### src/rtl/fetch_prefetch_queue_if.sv
// Fetch unit handshakes: redirect, memory request/response channel and decode-side output.
// master = prefetch queue, slave = surrounding core/memory.
interface fetch_prefetch_queue_if #(
    parameter int XLEN  = 32,
    parameter int OCC_W = 3
);
    logic             redirect_valid;
    logic [XLEN-1:0]  redirect_pc;
    logic             mem_req_valid;
    logic             mem_req_ready;
    logic [XLEN-1:0]  mem_req_addr;
    logic             mem_rsp_valid;
    logic [31:0]      mem_rsp_data;
    logic             out_valid;
    logic             out_ready;
    logic [XLEN-1:0]  out_pc;
    logic [31:0]      out_instr;
    logic [OCC_W-1:0] occupancy;

    modport master (
        input  redirect_valid, redirect_pc, mem_req_ready, mem_rsp_valid, mem_rsp_data, out_ready,
        output mem_req_valid, mem_req_addr, out_valid, out_pc, out_instr, occupancy
    );

    modport slave (
        output redirect_valid, redirect_pc, mem_req_ready, mem_rsp_valid, mem_rsp_data, out_ready,
        input  mem_req_valid, mem_req_addr, out_valid, out_pc, out_instr, occupancy
    );
endinterface

### src/rtl/fetch_prefetch_queue.sv
// In-order instruction prefetcher: word fetches into a DEPTH-entry {pc, instr} FIFO for decode.
// Latency: memory response cycle t -> out_valid at t+1; accept to out_valid >= 2 cycles.
// Backpressure: requests are credit-limited by free FIFO slots and MAX_OUTSTANDING; out_ready stalls the head.
module fetch_prefetch_queue #(
    parameter int              XLEN            = 32,
    parameter int              DEPTH           = 4,
    parameter int              MAX_OUTSTANDING = 2,
    parameter logic [XLEN-1:0] RESET_PC        = '0
) (
    input  logic                   clock,
    input  logic                   reset,
    fetch_prefetch_queue_if.master bus
);
    localparam int OCC_W = $clog2(DEPTH + 1);
    localparam int PTR_W = (DEPTH > 1) ? $clog2(DEPTH) : 1;
    localparam int OUT_W = $clog2(MAX_OUTSTANDING + 1);

    logic [XLEN-1:0]  fetch_pc;
    logic [XLEN-1:0]  rsp_pc;
    logic [OUT_W-1:0] outstanding;
    logic [OUT_W-1:0] stale;
    logic [OCC_W-1:0] occ;
    logic [PTR_W-1:0] rd_ptr;
    logic [PTR_W-1:0] wr_ptr;
    logic             req_vld;

    logic [XLEN-1:0]  pc_mem    [DEPTH];
    logic [31:0]      instr_mem [DEPTH];

    logic             accept;
    logic             rsp_take;
    logic             push;
    logic             pop;
    logic             has_head;
    logic [XLEN-1:0]  redirect_base;
    logic [OUT_W-1:0] outstanding_nxt;
    logic [OUT_W-1:0] stale_nxt;
    logic [OCC_W-1:0] occ_nxt;
    logic [31:0]      credit_nxt;
    logic             req_vld_nxt;
    logic             unused_redirect_lsbs;

    function automatic logic [PTR_W-1:0] ptr_inc(input logic [PTR_W-1:0] p);
        return (32'(p) == DEPTH - 1) ? '0 : p + PTR_W'(1);
    endfunction

    assign has_head      = (occ != '0);
    assign accept        = req_vld & bus.mem_req_ready;
    // A response with nothing outstanding is a protocol error; drop it rather than corrupt the counters.
    assign rsp_take      = bus.mem_rsp_valid & (outstanding != '0);
    assign push          = rsp_take & (stale == '0) & ~bus.redirect_valid;
    assign pop           = has_head & bus.out_ready;
    assign redirect_base = {bus.redirect_pc[XLEN-1:2], 2'b00};
    assign unused_redirect_lsbs = ^bus.redirect_pc[1:0];

    always_comb begin
        outstanding_nxt = outstanding + OUT_W'(accept) - OUT_W'(rsp_take);
        stale_nxt       = stale;
        occ_nxt         = occ;
        if (bus.redirect_valid) begin
            // Everything still in flight after this cycle belongs to the old path.
            stale_nxt = outstanding_nxt;
            occ_nxt   = '0;
        end else begin
            stale_nxt = stale - OUT_W'(rsp_take && (stale != '0));
            occ_nxt   = occ + OCC_W'(push) - OCC_W'(pop);
        end
        // Free slots must cover every live (non-stale) request before another may issue.
        credit_nxt  = 32'(occ_nxt) + 32'(outstanding_nxt) - 32'(stale_nxt);
        req_vld_nxt = (32'(outstanding_nxt) < 32'(MAX_OUTSTANDING)) && (credit_nxt < 32'(DEPTH));
    end

    always_ff @(posedge clock or negedge reset) begin
        if (!reset) begin
            fetch_pc    <= RESET_PC;
            rsp_pc      <= RESET_PC;
            outstanding <= '0;
            stale       <= '0;
            occ         <= '0;
            rd_ptr      <= '0;
            wr_ptr      <= '0;
            req_vld     <= 1'b0;
        end else begin
            outstanding <= outstanding_nxt;
            stale       <= stale_nxt;
            occ         <= occ_nxt;
            req_vld     <= req_vld_nxt;
            if (bus.redirect_valid) begin
                fetch_pc <= redirect_base;
                rsp_pc   <= redirect_base;
                rd_ptr   <= '0;
                wr_ptr   <= '0;
            end else begin
                if (accept) begin
                    fetch_pc <= fetch_pc + XLEN'(4);
                end
                if (push) begin
                    rsp_pc <= rsp_pc + XLEN'(4);
                    wr_ptr <= ptr_inc(wr_ptr);
                end
                if (pop) begin
                    rd_ptr <= ptr_inc(rd_ptr);
                end
            end
        end
    end

    always_ff @(posedge clock) begin
        if (push) begin
            pc_mem[wr_ptr]    <= rsp_pc;
            instr_mem[wr_ptr] <= bus.mem_rsp_data;
        end
    end

    assign bus.mem_req_valid = req_vld;
    assign bus.mem_req_addr  = fetch_pc;
    assign bus.out_valid     = has_head;
    assign bus.out_pc        = has_head ? pc_mem[rd_ptr] : '0;
    assign bus.out_instr     = has_head ? instr_mem[rd_ptr] : '0;
    assign bus.occupancy     = occ;

    rsp_without_request: assert property (@(posedge clock) disable iff (!reset)
        !(bus.mem_rsp_valid && (outstanding == '0)));

    occupancy_bound: assert property (@(posedge clock) disable iff (!reset)
        (32'(occ) <= 32'(DEPTH)) && (32'(outstanding) <= 32'(MAX_OUTSTANDING)));
endmodule

### src/flat_wrapper.sv
// flat-port wrapper written by rule: the top's interface ports become plain ports
module fetch_prefetch_queue_flat 
#(
    parameter int              XLEN            = 32,
    parameter int              DEPTH           = 4,
    parameter int              MAX_OUTSTANDING = 2,
    parameter logic [XLEN-1:0] RESET_PC        = '0
)
  (clock, reset, bus_redirect_valid, bus_redirect_pc, bus_mem_req_ready, bus_mem_rsp_valid, bus_mem_rsp_data, bus_out_ready, bus_mem_req_valid, bus_mem_req_addr, bus_out_valid, bus_out_pc, bus_out_instr, bus_occupancy);
  fetch_prefetch_queue_if #(.XLEN(XLEN), .OCC_W(($clog2(DEPTH + 1)))) bus_i ();
  input  logic clock;
  input  logic reset;
  input wire logic [$bits(bus_i.redirect_valid)-1:0] bus_redirect_valid;
  input wire logic [$bits(bus_i.redirect_pc)-1:0] bus_redirect_pc;
  input wire logic [$bits(bus_i.mem_req_ready)-1:0] bus_mem_req_ready;
  input wire logic [$bits(bus_i.mem_rsp_valid)-1:0] bus_mem_rsp_valid;
  input wire logic [$bits(bus_i.mem_rsp_data)-1:0] bus_mem_rsp_data;
  input wire logic [$bits(bus_i.out_ready)-1:0] bus_out_ready;
  output wire logic [$bits(bus_i.mem_req_valid)-1:0] bus_mem_req_valid;
  output wire logic [$bits(bus_i.mem_req_addr)-1:0] bus_mem_req_addr;
  output wire logic [$bits(bus_i.out_valid)-1:0] bus_out_valid;
  output wire logic [$bits(bus_i.out_pc)-1:0] bus_out_pc;
  output wire logic [$bits(bus_i.out_instr)-1:0] bus_out_instr;
  output wire logic [$bits(bus_i.occupancy)-1:0] bus_occupancy;
  assign bus_i.redirect_valid = bus_redirect_valid;
  assign bus_i.redirect_pc = bus_redirect_pc;
  assign bus_i.mem_req_ready = bus_mem_req_ready;
  assign bus_i.mem_rsp_valid = bus_mem_rsp_valid;
  assign bus_i.mem_rsp_data = bus_mem_rsp_data;
  assign bus_i.out_ready = bus_out_ready;
  assign bus_mem_req_valid = bus_i.mem_req_valid;
  assign bus_mem_req_addr = bus_i.mem_req_addr;
  assign bus_out_valid = bus_i.out_valid;
  assign bus_out_pc = bus_i.out_pc;
  assign bus_out_instr = bus_i.out_instr;
  assign bus_occupancy = bus_i.occupancy;
  fetch_prefetch_queue #(.XLEN(XLEN), .DEPTH(DEPTH), .MAX_OUTSTANDING(MAX_OUTSTANDING), .RESET_PC(RESET_PC)) u_core (.clock(clock), .reset(reset), .bus(bus_i));
endmodule
### config.mk
export PLATFORM = sky130hd
export DESIGN_NAME = fetch_prefetch_queue_flat
export DESIGN_NICKNAME = d
export VERILOG_FILES = /design/src/rtl/fetch_prefetch_queue_if.sv /design/src/rtl/fetch_prefetch_queue.sv /design/src/flat_wrapper.sv
export SDC_FILE = /design/constraint.sdc
export NUM_CORES = 1
export LEC_CHECK = 0
export CAP_MARGIN = 20
export CORE_MARGIN = 3
export CORE_UTILIZATION = 55
export DETAILED_ROUTE_END_ITERATION = 8
export PLACE_DENSITY = 0.79
export SYNTH_ARGS = -nofsm -noshare
export SYNTH_HDL_FRONTEND = slang
export SYNTH_SLANG_ARGS = --single-unit
### constraint.sdc
create_clock -name clock -period 7.2 [get_ports clock]
set_clock_uncertainty 0.1 [all_clocks]
set_input_delay 1.44 -clock clock [delete_from_list [all_inputs] [get_ports clock]]
set_output_delay 1.44 -clock clock [all_outputs]
set_load 0.05 [all_outputs]
==> impl_metrics.json <==
{
  "seq_area_frac_synth_pct": 67.4,
  "yosysMostFrequentCell": "edfxtp_1",
  "dr.pass1.iters": 6,
  "gp_congestion": 0.788,
  "globalRouteOverflowTotal": 0,
  "crit_family": "buffers and inverters",
  "finalCritPeriodShare_pct": 71.0,
  "dpl.hpwl_microns": 17500,
  "post_drt_wl_per_cell_microns": 20.6,
  "cts_sinks": 320,
  "hold_violations": 0,
  "die_h_microns": 164,
  "cp_cell_sequence": "buf_4 -> mux4_2 -> and2_1 -> clkdlybuf4s50_1",
  "r2r-start": "u_core.bus.occupancy[1]$_DFF_PN0_",
  "root_buffer": "clkbuf_16",
  "tightest_slew_ns": 0.974,
  "critical_path.max_fanout": 43,
  "grt_max_degree": 79,
  "ys_warn_count": 0,
  "cts_resized": 0,
  "syn2layout_area_growth_pct": 21.9,
  "drc": 0,
  "vias": 8195,
  "nFillCells": 1661,
  "netlist.area_leader.share_pct": 54.2,
  "p_sw_share_pct": 33.8,
  "drt_iter0_markers": 615,
  "r2r-end": "u_core.bus.mem_req_valid$_DFF_PN0_",
  "arrival_ns": 3.57,
  "fmax_mhz": 196,
  "grt_usage_pct": 21.6,
  "rrSetupSlack_ns": 2.52,
  "grt_pass1_vias": 8205,
  "fin_util_pct": 68.4,
  "finalSetupViolations": 0,
  "num_rows": 57,
  "clockPowerShare_pct": 28.1,
  "nNetsFinal": 1120,
  "synth_area_sq_um": 13700,
  "internal_power_mw": 3.78,
  "multiInputGateArea_sq_um": 4180,
  "rsz0062_at_grt": "false",
  "clk_pin_slew_ns": 0.06,
  "min_path_cells": 2,
  "async_flop_share_pct": 22.5,
  "synth-main-ff-cell": "edfxtp_1",
  "seq_area_sq_um": 9250,
  "cts_buffers": 31,
  "leakage_nw": 5.64,
  "end_kind": "primary output",
  "synth.largest_area_cell": "edfxtp_1",
  "slowest_stage": "dfrtp_4",
  "tns_ns": 0,
  "die-area_sq_um": 26900,
  "seqPwrFrac_pct": 39.5,
  "finalNonFillerCells": 1381,
  "vias_per_cell": 5.93,
  "reg2regPathDepth": 16,
  "max-slew-margin-rel_pct": 35.1,
  "cts_hold_buffers": 0,
  "setup.worst_path.end": "bus_out_pc[30]",
  "drtAntennaViolNets": 0,
  "synthTopCellsByCount": "edfxtp_1 (248), dfrtp_1 (72), and2_1 (67)",
  "path_buf_inv": 2,
  "peakVddDrop_v": 0.000187,
  "pwr-share-comb_pct": 32.3,
  "netlist_instances": 869,
  "critPathLaunchType": "flip-flop",
  "syn_area_per_cell_sq_um": 15.8,
  "cts_setup_buffers": 0,
  "maxCapViolCount": 0,
  "htreeDepth": 1,
  "io_pins": 171,
  "ys_types": 58,
  "initial_utilization_pct": 56.1,
  "cp.depth": 4,
  "port-buffer-count": 164,
  "grt_pass1_wl_microns": 45400,
  "max_stage_delay_ns": 0.98,
  "fin_crit_ns": 5.11,
  "worst_ep_required_time_ns": 5.66,
  "hold_class": "flip-flop to flip-flop",
  "synth_area_leaders": "edfxtp_1 (54%), dfrtp_1 (13%), mux4_2 (10%)",
  "critPathKind": "flip-flop to primary output",
  "core_sq_um": 24500,
  "drt-total-wl_microns": 28400,
  "power.net_switching_mw": 1.93,
  "synth_edf_count": 248,
  "dp_cells": 1321,
  "antenna_cells": 0,
  "cp-startpoint": "u_core.rd_ptr[0]$_DFFE_PN0P_",
  "cts_tree": "built",
  "drive_above_1_share_pct": 14.1,
  "p_per_area_nw_per_um2": 341,
  "synth-seq-cells": 320,
  "antenna_found_initial": 0,
  "cts_buffer_depth": 3,
  "clk_latency_ns": 0.55,
  "die_w_microns": 164,
  "slew_viol_final": 0,
  "status": "complete, no violations"
}
[per-stage QoR]
stage / power, mW / setup slack, ns / hold slack (ns) / instance area, sq um
floorplan: 3.56 / 2.52 / 0.408 / 13700
global placement: 4.12 / 1.80 / 0.463 / 15700
detailed placement: 4.15 / 1.72 / 0.472 / 15700
CTS: 5.76 / 1.97 / 0.480 / 16700
global route: 5.96 / 1.84 / 0.514 / 16700
finish: 5.71 / 2.09 / 0.475 / 16700
[logic make-up (layout without fill, tap and decap cells)]
| family | count (synthesis) | count (layout) | share of synthesized area, % |
|---|---|---|---|
| DFF | 320 | 320 | 67.4 |
| AOI/OAI and AO/OA | 90 | 90 | 4.43 |
| other | 1 | 4 | 0.0273 |
| xor gates and xnor gates | 23 | 23 | 1.58 |
| muxes | 79 | 79 | 11.5 |
| buffers and inverters | 77 | 262 | 2.33 |
| and+or+nand+nor | 261 | 261 | 11.0 |
| adders and majority gates | 18 | 18 | 1.75 |
[worst min-delay path, delay by kind of cell (launching register included)]
family             cells  cell delay [ns]
AOI/OAI and AO/OA      1             0.06
DFF                    1             0.41
and+or+nand+nor        1             0.07
[per-layer routing]
metal | GRT usage [%] | share of wire [%] | wire length [microns]
met5 | 0 | 0 | 0
met2 | 34.1 | 47 | 13300
met1 | 32.4 | 43 | 12300
met4 | 4.58 | 1.9 | 551
met3 | 3.76 | 7.7 | 2190
[layout make-up]
cell class	count	share of cell area, %
clock buffer	37	4.83
clock inverter	21	1.26
inverter	27	0.606
multi-input combinational	475	25.0
sequential	320	55.3
tap	324	2.42
timing repair buffer	177	10.6
[power groups by stage]
stage / combinational, mW / clock, mW / sequential (mW)
2_1_floorplan: 1.27 / 0 / 2.29
3_3_place_gp: 1.83 / 0 / 2.29
3_5_place_dp: 1.86 / 0 / 2.29
4_1_cts: 1.86 / 1.63 / 2.26
5_1_grt: 1.97 / 1.72 / 2.28
6_report: 1.85 / 1.61 / 2.26
[flip-flops by register name, indices dropped and copies added, names as in the netlist]
name                      flops
u_core.bus.occupancy          3
u_core.stale                  2
u_core.rd_ptr                 2
u_core.instr_mem            128
u_core.bus.mem_req_addr      30
u_core.bus.mem_req_valid      1
u_core.wr_ptr                 2
u_core.pc_mem               120
u_core.rsp_pc                30
u_core.outstanding            2
[worst min-delay path by stage]
stage	startpoint	endpoint
after floorplan	u_core.rsp_pc[9]$_DFFE_PN0N_	u_core.pc_mem[0][9]$_DFFE_PP_
after global placement	u_core.wr_ptr[1]$_DFFE_PN0N_	u_core.wr_ptr[1]$_DFFE_PN0N_
after detailed placement	u_core.wr_ptr[1]$_DFFE_PN0N_	u_core.wr_ptr[1]$_DFFE_PN0N_
after CTS	u_core.wr_ptr[1]$_DFFE_PN0N_	u_core.wr_ptr[1]$_DFFE_PN0N_
after global routing	u_core.wr_ptr[1]$_DFFE_PN0N_	u_core.wr_ptr[1]$_DFFE_PN0N_
final	u_core.wr_ptr[1]$_DFFE_PN0N_	u_core.wr_ptr[1]$_DFFE_PN0N_
[layout by cell type, fill, tap and decap left out, types with 5 or more instances in the layout]
| cell type | count |
|---|---|
| mux2_2 | 14 |
| nand2_1 | 27 |
| dfrtp_1 | 70 |
| clkinv_2 | 5 |
| a211oi_1 | 12 |
| or3_1 | 16 |
| nand3_1 | 18 |
| o21ai_0 | 10 |
| a21oi_1 | 14 |
| clkinv_1 | 8 |
| edfxtp_1 | 248 |
| and2_1 | 63 |
| nor3_1 | 19 |
| xor2_1 | 6 |
| and4_1 | 11 |
| and3_1 | 6 |
| ha_1 | 16 |
| nor2_1 | 34 |
| nor2b_1 | 6 |
| clkbuf_16 | 31 |
| nand4_1 | 19 |
| buf_4 | 11 |
| o31ai_1 | 14 |
| mux4_2 | 62 |
| clkbuf_1 | 5 |
| inv_1 | 26 |
| nor4_1 | 10 |
| clkdlybuf4s50_1 | 163 |
| xnor2_1 | 16 |
| or4_1 | 17 |
| a31oi_1 | 23 |
(Power assumes the default switching activity.)
